### config.mk
export PLATFORM = sky130hd
export DESIGN_NAME = uart_tx
export DESIGN_NICKNAME = d
export VERILOG_FILES = /design/src/rtl/uart_tx.sv
export SDC_FILE = /design/constraint.sdc
export NUM_CORES = 1
export LEC_CHECK = 0
export CAP_MARGIN = 40
export CORE_MARGIN = 4
export CORE_UTILIZATION = 54
export DETAILED_ROUTE_END_ITERATION = 12
export GPL_TIMING_DRIVEN = 0
export PLACE_DENSITY = 0.86
export SYNTH_ARGS = -nofsm -noshare
export SYNTH_HDL_FRONTEND = slang
export SYNTH_SLANG_ARGS = --single-unit
### constraint.sdc
create_clock -name clk -period 5.25 [get_ports clk]
set_input_delay 1.05 -clock clk [delete_from_list [all_inputs] [get_ports clk]]
set_output_delay 1.05 -clock clk [all_outputs]
set_load 0.03 [all_outputs]
### src/rtl/uart_tx.sv
// uart_tx: UART transmitter, 8 data bits LSB first, optional parity, 1 stop bit.
// Ports:
//   clk    in   system clock, rising edge
//   rst    in   synchronous active-high reset
//   tx_en  in   enables acceptance of new frames (never aborts a running frame)
//   start  in   send request, sampled every clock
//   data   in   byte to send, latched on the accept edge
//   TX     out  serial line, idle high, registered
//   busy   out  frame in progress, registered
//   done   out  one-cycle pulse at frame completion, registered
module uart_tx #(
  parameter int unsigned CLK_FREQ   = 100_000_000,
  parameter int unsigned BAUD       = 9600,
  parameter int unsigned PARITY_EN  = 0,
  parameter int unsigned PARITY_ODD = 0
) (
  input  logic       clk,
  input  logic       rst,
  input  logic       tx_en,
  input  logic       start,
  input  logic [7:0] data,
  output logic       TX,
  output logic       busy,
  output logic       done
);

  localparam int unsigned BIT_PERIOD = CLK_FREQ / BAUD;
  localparam int unsigned CNT_W      = (BIT_PERIOD > 1) ? $clog2(BIT_PERIOD) : 1;
  localparam logic [CNT_W-1:0] CNT_LAST = CNT_W'(BIT_PERIOD - 1);

  typedef enum logic [2:0] {
    IDLE   = 3'd0,
    START  = 3'd1,
    DATA   = 3'd2,
    PARITY = 3'd3,
    STOP   = 3'd4
  } state_e;

  state_e           state_q, state_d;
  logic [CNT_W-1:0] cnt_q, cnt_d;
  logic [2:0]       idx_q, idx_d;
  logic [7:0]       shreg_q, shreg_d;
  logic             par_q, par_d;
  logic             tx_q, tx_d;
  logic             busy_q, busy_d;
  logic             done_q, done_d;
  logic             bit_end;

  assign bit_end = (cnt_q == CNT_LAST);

  // State and output registers; outputs are loaded with the value for the
  // state being entered so TX changes exactly on bit boundaries.
  always_ff @(posedge clk) begin
    if (rst) begin
      state_q <= IDLE;
      cnt_q   <= '0;
      idx_q   <= '0;
      shreg_q <= '0;
      par_q   <= 1'b0;
      tx_q    <= 1'b1;
      busy_q  <= 1'b0;
      done_q  <= 1'b0;
    end else begin
      state_q <= state_d;
      cnt_q   <= cnt_d;
      idx_q   <= idx_d;
      shreg_q <= shreg_d;
      par_q   <= par_d;
      tx_q    <= tx_d;
      busy_q  <= busy_d;
      done_q  <= done_d;
    end
  end

  // Next-state and next-output logic.
  always_comb begin
    state_d = state_q;
    cnt_d   = cnt_q;
    idx_d   = idx_q;
    shreg_d = shreg_q;
    par_d   = par_q;
    tx_d    = tx_q;
    busy_d  = busy_q;
    done_d  = 1'b0;

    // Baud counter runs in every non-idle state and reloads at each bit boundary.
    if (state_q != IDLE) begin
      cnt_d = bit_end ? '0 : cnt_q + CNT_W'(1);
    end

    case (state_q)
      IDLE: begin
        cnt_d  = '0;
        tx_d   = 1'b1;
        busy_d = 1'b0;
        if (tx_en && start) begin
          state_d = START;
          shreg_d = data;
          par_d   = (^data) ^ (PARITY_ODD != 0);
          tx_d    = 1'b0;
          busy_d  = 1'b1;
        end
      end
      START: begin
        if (bit_end) begin
          state_d = DATA;
          idx_d   = '0;
          tx_d    = shreg_q[0];
          shreg_d = {1'b0, shreg_q[7:1]};
        end
      end
      DATA: begin
        if (bit_end) begin
          idx_d = idx_q + 3'd1;
          if (idx_q == 3'd7) begin
            if (PARITY_EN != 0) begin
              state_d = PARITY;
              tx_d    = par_q;
            end else begin
              state_d = STOP;
              tx_d    = 1'b1;
            end
          end else begin
            tx_d    = shreg_q[0];
            shreg_d = {1'b0, shreg_q[7:1]};
          end
        end
      end
      PARITY: begin
        if (bit_end) begin
          state_d = STOP;
          tx_d    = 1'b1;
        end
      end
      STOP: begin
        if (bit_end) begin
          state_d = IDLE;
          tx_d    = 1'b1;
          busy_d  = 1'b0;
          done_d  = 1'b1;
        end
      end
      default: begin
        state_d = IDLE;
        tx_d    = 1'b1;
        busy_d  = 1'b0;
      end
    endcase
  end

  assign TX   = tx_q;
  assign busy = busy_q;
  assign done = done_q;

endmodule

==> results.json, run 1 <==
{
  "r2r_start": "idx_q[0]",
  "tightest_slew_ps": 816,
  "hold-path-cell-count": 1,
  "p_clk_share_pct": 30.0,
  "pwr-share-seq_pct": 56.6,
  "initial_core_util_pct": 58.8,
  "synth.yosys.warnings": 0,
  "grt_antenna_before_repair": 0,
  "clock_sinks": 31,
  "hold_path_class": "reg -> reg",
  "die_w_microns": 60.9,
  "whs_ps": 476,
  "wl_per_cell_microns": 14.4,
  "drv_cap": 0,
  "sw_frac_of_total_pct": 26.4,
  "period_share_pct": 54.4,
  "area_growth_pct": 14.4,
  "timing.rr.end": "shreg_q[1]",
  "syn_area_sq_mm": 0.00151,
  "core_sq_mm": 0.00257,
  "synth_edf_count": 0,
  "worstSetupStartpoint": "tx_en",
  "final_cells": 217,
  "drt_iter0_drc": 65,
  "status": "complete, no violations",
  "die_y_microns": 60.9,
  "worst-path-max-fanout": 10,
  "ys_types": 41,
  "worstSetupEndpointType": "flop",
  "fin_worst_skew_ps": 8.37,
  "switchingPower_uw": 116,
  "ys_async_sr_fraction_pct": 0,
  "finalSetupViolCount": 0,
  "fmax_mhz": 350,
  "routabilityCongestion": 0.850,
  "drive_above_1_share_pct": 10.2,
  "drv_slew": 0,
  "syn_avg_cell_area_sq_um": 9.10,
  "synth_top_area_share_pct": 41.1,
  "hold_buffers": 0,
  "crit_end": "shreg_q[1]",
  "grt_overflow": 0,
  "routed_wl_mm": 3.11,
  "setup_tns_ps": 0,
  "dieArea_sq_mm": 0.00371,
  "cts_buffer_depth": 2,
  "rsz0062_at_grt": "no",
  "grt_use_total_pct": 20.1,
  "hold_violations": 0,
  "syn_inst": 166,
  "root_buffer": "clkbuf_4",
  "dp_hpwl_mm": 2.28,
  "drc": 0,
  "cts_buffers": 5,
  "period_needed_ps": 2860,
  "syn_nets": 181,
  "grt_max_degree": 11,
  "power_uw": 439,
  "cts_max_level": 2,
  "power_frac_comb_pct": 13.4,
  "p_int_uw": 323,
  "placed_cell_area_sq_mm": 0.00168,
  "antenna_cells": 0,
  "ys_ff_latch": 31,
  "dpl.cell_count": 209,
  "finish.instance_area_sq_mm": 0.00173,
  "yosysSeqAreaShare_pct": 41.1,
  "rows": 18,
  "cp-start-kind": "input pin",
  "cts_setup_buffers": 0,
  "first_pass_iters": 4,
  "synthFlopType": "dfxtp_1",
  "arrival_ps": 3100,
  "required_ps": 5500,
  "setup.worst_path.class": "in -> reg",
  "path_clk_slew_ps": 90,
  "reg2reg_depth": 7,
  "vias": 1309,
  "drtAntennaViolNets": 0,
  "p_leak_nw": 0.629,
  "synth.largest_area_cell": "dfxtp_1",
  "routed_via_density": 6.03,
  "cts_resized": 0,
  "portBuffers": 13,
  "grt_pass1_wl_mm": 5.45,
  "ff2ff_setup_slack_ps": 2690,
  "first_global_vias": 1273,
  "pin_count": 15,
  "power.density_mw_per_mm2": 254,
  "slew_headroom_pct": 45.6,
  "synthTopCellsByArea": "dfxtp_1 (41%), nor2_1 (5.0%), a21oi_1 (4.6%)",
  "vdd_drop_max_v": 0.000253,
  "cts_tree": "done",
  "clk_latency_ps": 340,
  "layout.nets": 201
}
-- final cells by class --
| cell class | count | area [sq um] |
|---|---|---|
| Sequential cell | 31 | 621 |
| Buffer | 10 | 51.3 |
| Fill cell | 208 | 840 |
| Inverter | 3 | 11.3 |
| Tap cell | 30 | 37.5 |
| Clock buffer | 7 | 45.0 |
| Multi-Input combinational cell | 122 | 827 |
| Clock inverter | 1 | 5.00 |
| Timing Repair Buffer | 13 | 130 |
-- how the worst min path moves through the flow --
stage,start,slack (ps),end
floorplan,cnt_q[0],430,cnt_q[0]
global placement,cnt_q[0],440,cnt_q[0]
detailed placement,cnt_q[0],460,cnt_q[0]
CTS,cnt_q[0],480,cnt_q[0]
global route,cnt_q[0],530,cnt_q[0]
finish,cnt_q[0],480,cnt_q[0]
-- worst max-delay path, stage by stage --
cell	delay [ps]
clkdlybuf4s50_1	510
nand2_1	100
a221oi_1	700
buf_2	360
a21oi_1	120
a311oi_2	260
-- layout by cell type, fill, tap and decap left out, drive strengths merged, types with 3 or more instances in the layout --
| cell | synthesis | routed |
|---|---|---|
| nand3 | 9 | 9 |
| clkbuf | 6 | 13 |
| a21oi | 15 | 15 |
| buf | 4 | 4 |
| o21ai | 7 | 7 |
| inv | 3 | 3 |
| nand4 | 4 | 4 |
| a311oi | 7 | 7 |
| mux2i | 7 | 7 |
| nor2 | 21 | 21 |
| xnor2 | 6 | 6 |
| clkdlybuf4s50 | 0 | 13 |
| dfxtp | 31 | 31 |
| xor2 | 7 | 7 |
| ha | 3 | 3 |
| nand2 | 6 | 6 |
| nor3 | 4 | 4 |
-- power groups by stage --
| stage | logic (mW) | registers, mW | clock network [mW] |
|---|---|---|---|
| floorplan | 0.0380 | 0.255 | 0 |
| global placement | 0.0558 | 0.253 | 0 |
| detailed placement | 0.0582 | 0.254 | 0 |
| CTS | 0.0585 | 0.248 | 0.136 |
| global route | 0.0648 | 0.249 | 0.146 |
| finish | 0.0588 | 0.248 | 0.132 |
-- routing by layer --
metal  routed length, microns  up-vias  track usage [%]
li1                         -      639                -
met1                     1410      623             23.7
met2                     1460       39             31.9
met3                      169        8             6.81
met4                       77        0             11.1
met5                        0        -                0
-- kinds of logic (layout without fill, tap and decap cells) --
| family | count (synthesis) | in the layout | share of synthesized area (%) |
|---|---|---|---|
| buffers and inverters | 13 | 34 | 4.14 |
| AOI/OAI and AO/OA | 35 | 35 | 16.9 |
| muxes | 7 | 7 | 4.64 |
| DFF | 31 | 31 | 41.1 |
| and+or+nand+nor | 64 | 64 | 23.2 |
| xor gates and xnor gates | 13 | 13 | 7.54 |
| adders and majority gates | 3 | 3 | 2.49 |
-- flip-flops by register name, indices dropped and copies added, names as in the netlist --
| register | flops |
|---|---|
| state_q | 3 |
| cnt_q | 14 |
| busy | 1 |
| TX | 1 |
| shreg_q | 8 |
| idx_q | 3 |
| done | 1 |
-- synthesized netlist by cell type, drive strengths merged (6+ instances only) --
cell type and instances:
clkbuf 6, nor2 21, o21ai 7, nand3 9
xor2 7, a21oi 15, nand2 6, a311oi 7
mux2i 7, dfxtp 31, xnor2 6
-- per-stage QoR --
step	setup WS, ps	utilization (%)
global placement	2160	65.4
CTS	2430	67.3
finish	2390	67.3
detailed placement	2070	65.4
floorplan	2930	-
global route	2250	67.3
Power figures use the tool's default switching activity.
==> inputs of run 2 (changes only) <==
Clock period 5.25 ns to 2.8 ns, I/O delays scaled along.
==> results of run 2 <==
Same layout as run 1 (identical final DEF). Status: complete, no violations.
Main changes from that run: setup slack after placement 2070 ps -> 111 ps; setup slack after layout 2390 ps -> 239 ps; start point of the critical path tx_en -> idx_q[0]; register-to-register setup slack 2690 ps -> 240 ps; total power 0.439 mW -> 0.823 mW; worst IR drop on VDD 0.000253 V -> 0.000474 V
